### src/rtl/pcie_egress_arbiter_pkg.sv
// Shared types and constants for the PCIe egress arbiter.
// Requester indices double as the egress FIFO-mux select.
package pcie_egress_arbiter_pkg;

  localparam logic [1:0] EGRESS_REQ_CFG  = 2'd0;
  localparam logic [1:0] EGRESS_REQ_DATA = 2'd1;
  localparam logic [1:0] EGRESS_REQ_CMPL = 2'd2;

  typedef enum logic [2:0] {
    ST_IDLE,
    ST_GRANT,
    ST_WAIT_FC,
    ST_ACTIVE,
    ST_RELEASE
  } egress_state_e;

  typedef struct packed {
    logic [7:0]  command;
    logic [13:0] flags;
    logic [31:0] address;
    logic [15:0] requester_id;
    logic [7:0]  tag;
  } egress_hdr_t;

endpackage

### src/rtl/egress_rr_select.sv
// Combinational winner select: completion has strict priority,
// cfg/data share round-robin starting at the rr pointer.
module egress_rr_select
  import pcie_egress_arbiter_pkg::*;
(
  input  logic [2:0] i_req,
  input  logic       i_rr_ptr,
  output logic       o_valid,
  output logic [2:0] o_onehot,
  output logic [1:0] o_idx
);

  logic pick_cmpl;
  logic pick_cfg;
  logic pick_data;

  assign pick_cmpl = i_req[2];
  assign pick_cfg  = !i_req[2] && i_req[0] &&
                     (!i_req[1] || !i_rr_ptr);
  assign pick_data = !i_req[2] && i_req[1] &&
                     (!i_req[0] || i_rr_ptr);
  assign o_valid   = |i_req;

  always_comb begin
    o_onehot = 3'b000;
    o_idx    = EGRESS_REQ_CFG;
    unique case (1'b1)
      pick_cmpl: begin
        o_onehot = 3'b100;
        o_idx    = EGRESS_REQ_CMPL;
      end
      pick_data: begin
        o_onehot = 3'b010;
        o_idx    = EGRESS_REQ_DATA;
      end
      pick_cfg: begin
        o_onehot = 3'b001;
        o_idx    = EGRESS_REQ_CFG;
      end
      default: ;
    endcase
  end

endmodule

### src/rtl/pcie_egress_arbiter.sv
// Arbitrates the single egress TLP engine among cfg, DMA data
// and completion requesters; holds enable until engine finishes.
module pcie_egress_arbiter
  import pcie_egress_arbiter_pkg::*;
#(
  parameter int TIMEOUT_WIDTH = 16,
  parameter int NUM_REQ       = 3
) (
  input  logic                  clk,
  input  logic                  rst,
  input  logic                  i_cmd_rst_stb,
  input  logic [NUM_REQ-1:0]    i_req,
  input  logic [8*NUM_REQ-1:0]  i_tlp_command,
  input  logic [14*NUM_REQ-1:0] i_tlp_flags,
  input  logic [32*NUM_REQ-1:0] i_tlp_address,
  input  logic [16*NUM_REQ-1:0] i_tlp_requester_id,
  input  logic [8*NUM_REQ-1:0]  i_tlp_tag,
  output logic [NUM_REQ-1:0]    o_grant,
  output logic [NUM_REQ-1:0]    o_done,
  output logic                  o_error,
  input  logic                  i_pcie_fc_ready,
  output logic                  o_egress_enable,
  input  logic                  i_egress_finished,
  output logic [7:0]            o_egress_tlp_command,
  output logic [13:0]           o_egress_tlp_flags,
  output logic [31:0]           o_egress_tlp_address,
  output logic [15:0]           o_egress_tlp_requester_id,
  output logic [7:0]            o_egress_tlp_tag,
  output logic [1:0]            o_egress_fifo_select,
  output logic                  o_busy,
  output logic [7:0]            o_timeout_count
);

  egress_state_e            state_q, state_d;
  logic                     rr_q, rr_d;
  logic [2:0]               grant_q, grant_d;
  logic [2:0]               done_q, done_d;
  logic                     err_q, err_d;
  logic                     en_q, en_d;
  egress_hdr_t              hdr_q, hdr_d;
  logic [1:0]               sel_q, sel_d;
  logic [TIMEOUT_WIDTH-1:0] wd_q, wd_d;
  logic [TIMEOUT_WIDTH-1:0] wd_inc;
  logic [7:0]               tcnt_q, tcnt_d;

  logic        win_valid;
  logic [2:0]  win_onehot;
  logic [1:0]  win_idx;
  egress_hdr_t win_hdr;

  egress_rr_select u_sel (
    .i_req    (i_req),
    .i_rr_ptr (rr_q),
    .o_valid  (win_valid),
    .o_onehot (win_onehot),
    .o_idx    (win_idx)
  );

  always_comb begin
    win_hdr.command      = i_tlp_command[win_idx*8 +: 8];
    win_hdr.flags        = i_tlp_flags[win_idx*14 +: 14];
    win_hdr.address      = i_tlp_address[win_idx*32 +: 32];
    win_hdr.requester_id = i_tlp_requester_id[win_idx*16 +: 16];
    win_hdr.tag          = i_tlp_tag[win_idx*8 +: 8];
  end

  assign wd_inc = wd_q + 1'b1;

  always_comb begin
    state_d = state_q;
    rr_d    = rr_q;
    grant_d = grant_q;
    done_d  = 3'b000;
    err_d   = err_q;
    en_d    = en_q;
    hdr_d   = hdr_q;
    sel_d   = sel_q;
    wd_d    = wd_q;
    tcnt_d  = tcnt_q;
    unique case (state_q)
      ST_IDLE: begin
        if (win_valid) begin
          state_d = ST_GRANT;
          grant_d = win_onehot;
          sel_d   = win_idx;
          hdr_d   = win_hdr;
        end
      end
      ST_GRANT: state_d = ST_WAIT_FC;
      ST_WAIT_FC: begin
        if (i_pcie_fc_ready) begin
          state_d = ST_ACTIVE;
          en_d    = 1'b1;
          wd_d    = '0;
        end
      end
      ST_ACTIVE: begin
        wd_d = wd_inc;
        // finished beats a coincident watchdog terminal count
        if (i_egress_finished) begin
          state_d = ST_RELEASE;
          en_d    = 1'b0;
          done_d  = grant_q;
          err_d   = 1'b0;
        end else if (wd_inc == {TIMEOUT_WIDTH{1'b1}}) begin
          state_d = ST_RELEASE;
          en_d    = 1'b0;
          done_d  = grant_q;
          err_d   = 1'b1;
          if (tcnt_q != 8'hFF) tcnt_d = tcnt_q + 8'd1;
        end
      end
      ST_RELEASE: begin
        state_d = ST_IDLE;
        if (grant_q[0]) rr_d = 1'b1;
        else if (grant_q[1]) rr_d = 1'b0;
        grant_d = 3'b000;
        err_d   = 1'b0;
        hdr_d   = '0;
        sel_d   = 2'd0;
        wd_d    = '0;
      end
      default: state_d = ST_IDLE;
    endcase
  end

  always_ff @(posedge clk) begin
    if (rst || i_cmd_rst_stb) begin
      state_q <= ST_IDLE;
      rr_q    <= 1'b0;
      grant_q <= 3'b000;
      done_q  <= 3'b000;
      err_q   <= 1'b0;
      en_q    <= 1'b0;
      hdr_q   <= '0;
      sel_q   <= 2'd0;
      wd_q    <= '0;
      tcnt_q  <= 8'd0;
    end else begin
      state_q <= state_d;
      rr_q    <= rr_d;
      grant_q <= grant_d;
      done_q  <= done_d;
      err_q   <= err_d;
      en_q    <= en_d;
      hdr_q   <= hdr_d;
      sel_q   <= sel_d;
      wd_q    <= wd_d;
      tcnt_q  <= tcnt_d;
    end
  end

  assign o_grant                   = grant_q;
  assign o_done                    = done_q;
  assign o_error                   = err_q;
  assign o_egress_enable           = en_q;
  assign o_egress_tlp_command      = hdr_q.command;
  assign o_egress_tlp_flags        = hdr_q.flags;
  assign o_egress_tlp_address      = hdr_q.address;
  assign o_egress_tlp_requester_id = hdr_q.requester_id;
  assign o_egress_tlp_tag          = hdr_q.tag;
  assign o_egress_fifo_select      = sel_q;
  assign o_busy                    = (state_q != ST_IDLE);
  assign o_timeout_count           = tcnt_q;

endmodule

### config.mk
export PLATFORM = sky130hd
export DESIGN_NAME = pcie_egress_arbiter
export DESIGN_NICKNAME = d
export VERILOG_FILES = /design/src/rtl/pcie_egress_arbiter_pkg.sv /design/src/rtl/egress_rr_select.sv /design/src/rtl/pcie_egress_arbiter.sv
export SDC_FILE = /design/constraint.sdc
export NUM_CORES = 1
export LEC_CHECK = 0
export CAP_MARGIN = 15
export CORE_MARGIN = 2
export CORE_UTILIZATION = 36
export CTS_BUF_LIST = sky130_fd_sc_hd__clkbuf_8
export DETAILED_ROUTE_END_ITERATION = 10
export MAX_ROUTING_LAYER = met4
export PLACE_DENSITY = 0.8
export RECOVER_POWER = 50
export SLEW_MARGIN = 20
export SYNTH_ARGS = -nofsm -noshare
export SYNTH_HDL_FRONTEND = slang
export SYNTH_SLANG_ARGS = --single-unit
### constraint.sdc
create_clock -name clk -period 2.4 [get_ports clk]
set_input_delay 0.72 -clock clk [delete_from_list [all_inputs] [get_ports clk]]
set_output_delay 0.72 -clock clk [all_outputs]
set_load 0.01 [all_outputs]
==> reports/qor.txt <==
Final setup viols: 0
Post-synth cell types: 59
Clock latency on the worst-skew pair: 0.43 ns
First-pass GRT wire length: 36940 microns
Synth area leaders: dfxtp_1, a221oi_1, nand2_1, a21oi_1, nor2_1
Data required, critical path: 2.70 ns
Critical path's top delay family: compound AO/OA/AOI/OAI gates
Cell Pwr Density: 499.8 mW/mm^2
Final hold slack: 0.4799 ns
Cell mode on critical path: buf_4
Crit Path Max Fanout: 10
Worst setup margin: 0.1019 ns
Tcrit/Tclk final: 95.76%
Worst hold-check path type: register to register
Worst path bufs/invs: 2
Worst Tran Pin Value: 0.5434 ns
Slew Limit Fails: 0
Avg Cell Area, Syn: 7.411 sq um
Slew HR: 63.39%
Final Instance Area: 0.01021 sq mm
Port buffer count: 338
Ant diodes: 0
Largest net degree at the start of global routing: 75
Vias after detailed routing: 7367
Post-CTS Hold Buffers: 0
Worst path slowest cell: or4_1
Drt wl/cell: 17.66 microns
Die ar.: 0.01745 sq mm
Worst setup path class: register to register
Primary FF master, synth: dfxtp_1
CP arrival: 2.60 ns
WL final: 23910 microns
Post-DR vias/cell: 5.441
Placed cell area: 0.009752 sq mm
Routed Antenna Nets: 0
Ys async rst share: 0%
Post-Synthesis Cells: 797
Vias in the first global route: 7251
Initial Utilization: 37.05%
Mapped cell area: 0.005907 sq mm
Layout cells sized above 1: 9.139%
Cell Rows: 46
Most instantiated cells after synthesis: nand2_1, dfxtp_1, nor2_1
MaxCap Viol Count: 0
CTS root buf: clkbuf_8
Leakage: 0.003846 uW
Flops & latches, synth: 116
1st-iter DRT viols: 520
Outcome: finished clean
Max incr delay on CP: 0.41 ns
Worst-path clk slew: 0.07 ns
Synth Net Count: 1042
Total Routing Usage GR: 27.13%
Die H: 132.1 microns
Die X: 132.1 microns
Clock sinks: 116
Synth-to-layout area growth: 72.87%
Multi-input gate area: 0.003342 sq mm
EDFF count, synth: 0
Power, Total: 5103 uW
Number of fillers in the final layout: 1404
Dpl hpwl: 17550 microns
Routability Congestion: 0.9092
Yosys top cell by area: dfxtp_1
Core area: 0.01594 sq mm
Post-placement worst setup slack: -0.1392 ns
CTS tree: yes
Critical path launch point type: register
Tmin final: 2.298 ns
Initial DRT Pass Iterations: 6
CTS H-tree depth: 4
Highest clock rate: 435.1 MHz
Final hold violations: 0
Worst Skew: 0.01268 ns
Synth top area share: 39.31%
Count leader, synth: nand2_1
Worst path cell trace: buf_4, ha_1, nand4_1, a211o_1, or4_1, buf_4, o41ai_2, a21oi_1
CP Capture Type: register
IO Pins: 339
Remaining routing DRC violations: 0
Cts bufs inserted: 17
Final core occ: 64.05%
Deepest clock path buffer count: 2
Sequential share of the synthesized area: 39.31%
Worst VDD drop: 312.7 uV
GR Overflow Total: 0
Final Net Count: 1370
Initial antenna violation count: 0
Synth Warn #: 0
Seq. cell area: 0.002326 sq mm
[layout make-up]
| cell class | count | share of cell area (%) |
|---|---|---|
| Inverter | 8 | 0.2941 |
| Clock buffer | 20 | 2.696 |
| Tap cell | 216 | 2.647 |
| Multi-Input combinational cell | 600 | 32.73 |
| Timing Repair Buffer | 382 | 37.36 |
| Sequential cell | 116 | 22.78 |
| Clock inverter | 12 | 1.495 |
[cell usage in the layout (no fill, tap or decap), types with 2 or more instances in the layout]
cell type / n
a31oi_1: 6
and3_2: 2
clkbuf_1: 2
dlygate4sd3_1: 48
or2_4: 2
nor4_2: 4
nand3b_1: 5
nor2_1: 110
a21oi_2: 2
clkinv_2: 3
o21ai_0: 14
a311oi_1: 4
o41ai_2: 3
or3_1: 6
clkinvlp_4: 4
a221oi_1: 78
buf_12: 9
ha_1: 2
nand2_1: 178
buf_4: 31
inv_1: 8
dfxtp_1: 113
dfxtp_2: 3
or4_1: 5
clkbuf_8: 20
nand4b_1: 2
a21oi_1: 104
nand3_1: 10
o21ai_4: 2
nand2b_1: 4
nor3_1: 11
mux2i_1: 4
clkdlybuf4s50_1: 289
bufinv_16: 3
a32oi_1: 2
nand4_1: 7
o21a_1: 3
[cell families after synthesis]
| logic type | synth area share, % |
|---|---|
| and+or+nand+nor | 26.86 |
| AOI/OAI and AO/OA | 26.69 |
| DFF | 39.31 |
| buffers and inverters | 5.677 |
| muxes | 0.6778 |
| adders and majority gates | 0.6355 |
| xor gates and xnor gates | 0.1483 |
[power by group]
group          internal [uW]  leakage [uW]  total, uW  switching (uW)
Sequential              1990      0.000945       2030            41.9
Combinational            649       0.00269       1130             479
Clock                   1110      0.000207       1940             833
[worst paths after layout]
path                                        start                              endpoint  slack (ns)  depth (start not counted)
max                          wd_q[1]$_SDFFE_PP0P_       o_timeout_count[7]$_SDFFE_PP0P_        0.10                          8
min          o_egress_fifo_select[0]$_SDFFE_PP0P_  o_egress_fifo_select[0]$_SDFFE_PP0P_        0.48                          2
max reg2reg                  wd_q[1]$_SDFFE_PP0P_       o_timeout_count[7]$_SDFFE_PP0P_        0.10                          8
min reg2reg  o_egress_fifo_select[0]$_SDFFE_PP0P_  o_egress_fifo_select[0]$_SDFFE_PP0P_        0.48                          2
[registers in the layout (all words and copies together) (netlist names), 2 cells and up]
register and flops:
o_grant 3, o_egress_tlp_command 8, o_egress_tlp_address 32, o_egress_tlp_requester_id 16, o_egress_tlp_tag 8, o_egress_fifo_select 2, state_q 3, o_done 3
o_egress_tlp_flags 14, o_timeout_count 8, wd_q 16
[metrics by stage]
| step | instances | TNS [ns] |
|---|---|---|
| 2_1_floorplan | 797 | 0 |
| 3_3_place_gp | 1322 | -1.925 |
| 3_5_place_dp | 1322 | -6.123 |
| 4_1_cts | 1354 | 0 |
| 5_1_grt | 1354 | -0.001459 |
| 6_report | 1354 | 0 |
[layer usage]
metal / vias up / routed length, microns / GRT usage [%] / part of all wire, %
met2: 349 / 11870 / 45.17 / 50
li1: 3522 / - / - / -
met4: 0 / 992 / 13.59 / 4.1
met1: 3426 / 9363 / 30.68 / 39
met5: - / 0 / - / 0
met3: 70 / 1682 / 6.036 / 7.0
[worst min-delay path: stages, from the launching register on]
cell and delay, ns:
dfxtp_1 0.32, nand2_1 0.06, a21oi_1 0.05
[timing repair]
action | 4_1_cts | 5_1_grt
buffers inserted | 0 | 0
endpoints found under the setup margin | 6 | 14
gates resized for setup | 4 | 11
pin swaps | 0 | 0
Note: power is estimated with default switching activity, not from simulation.
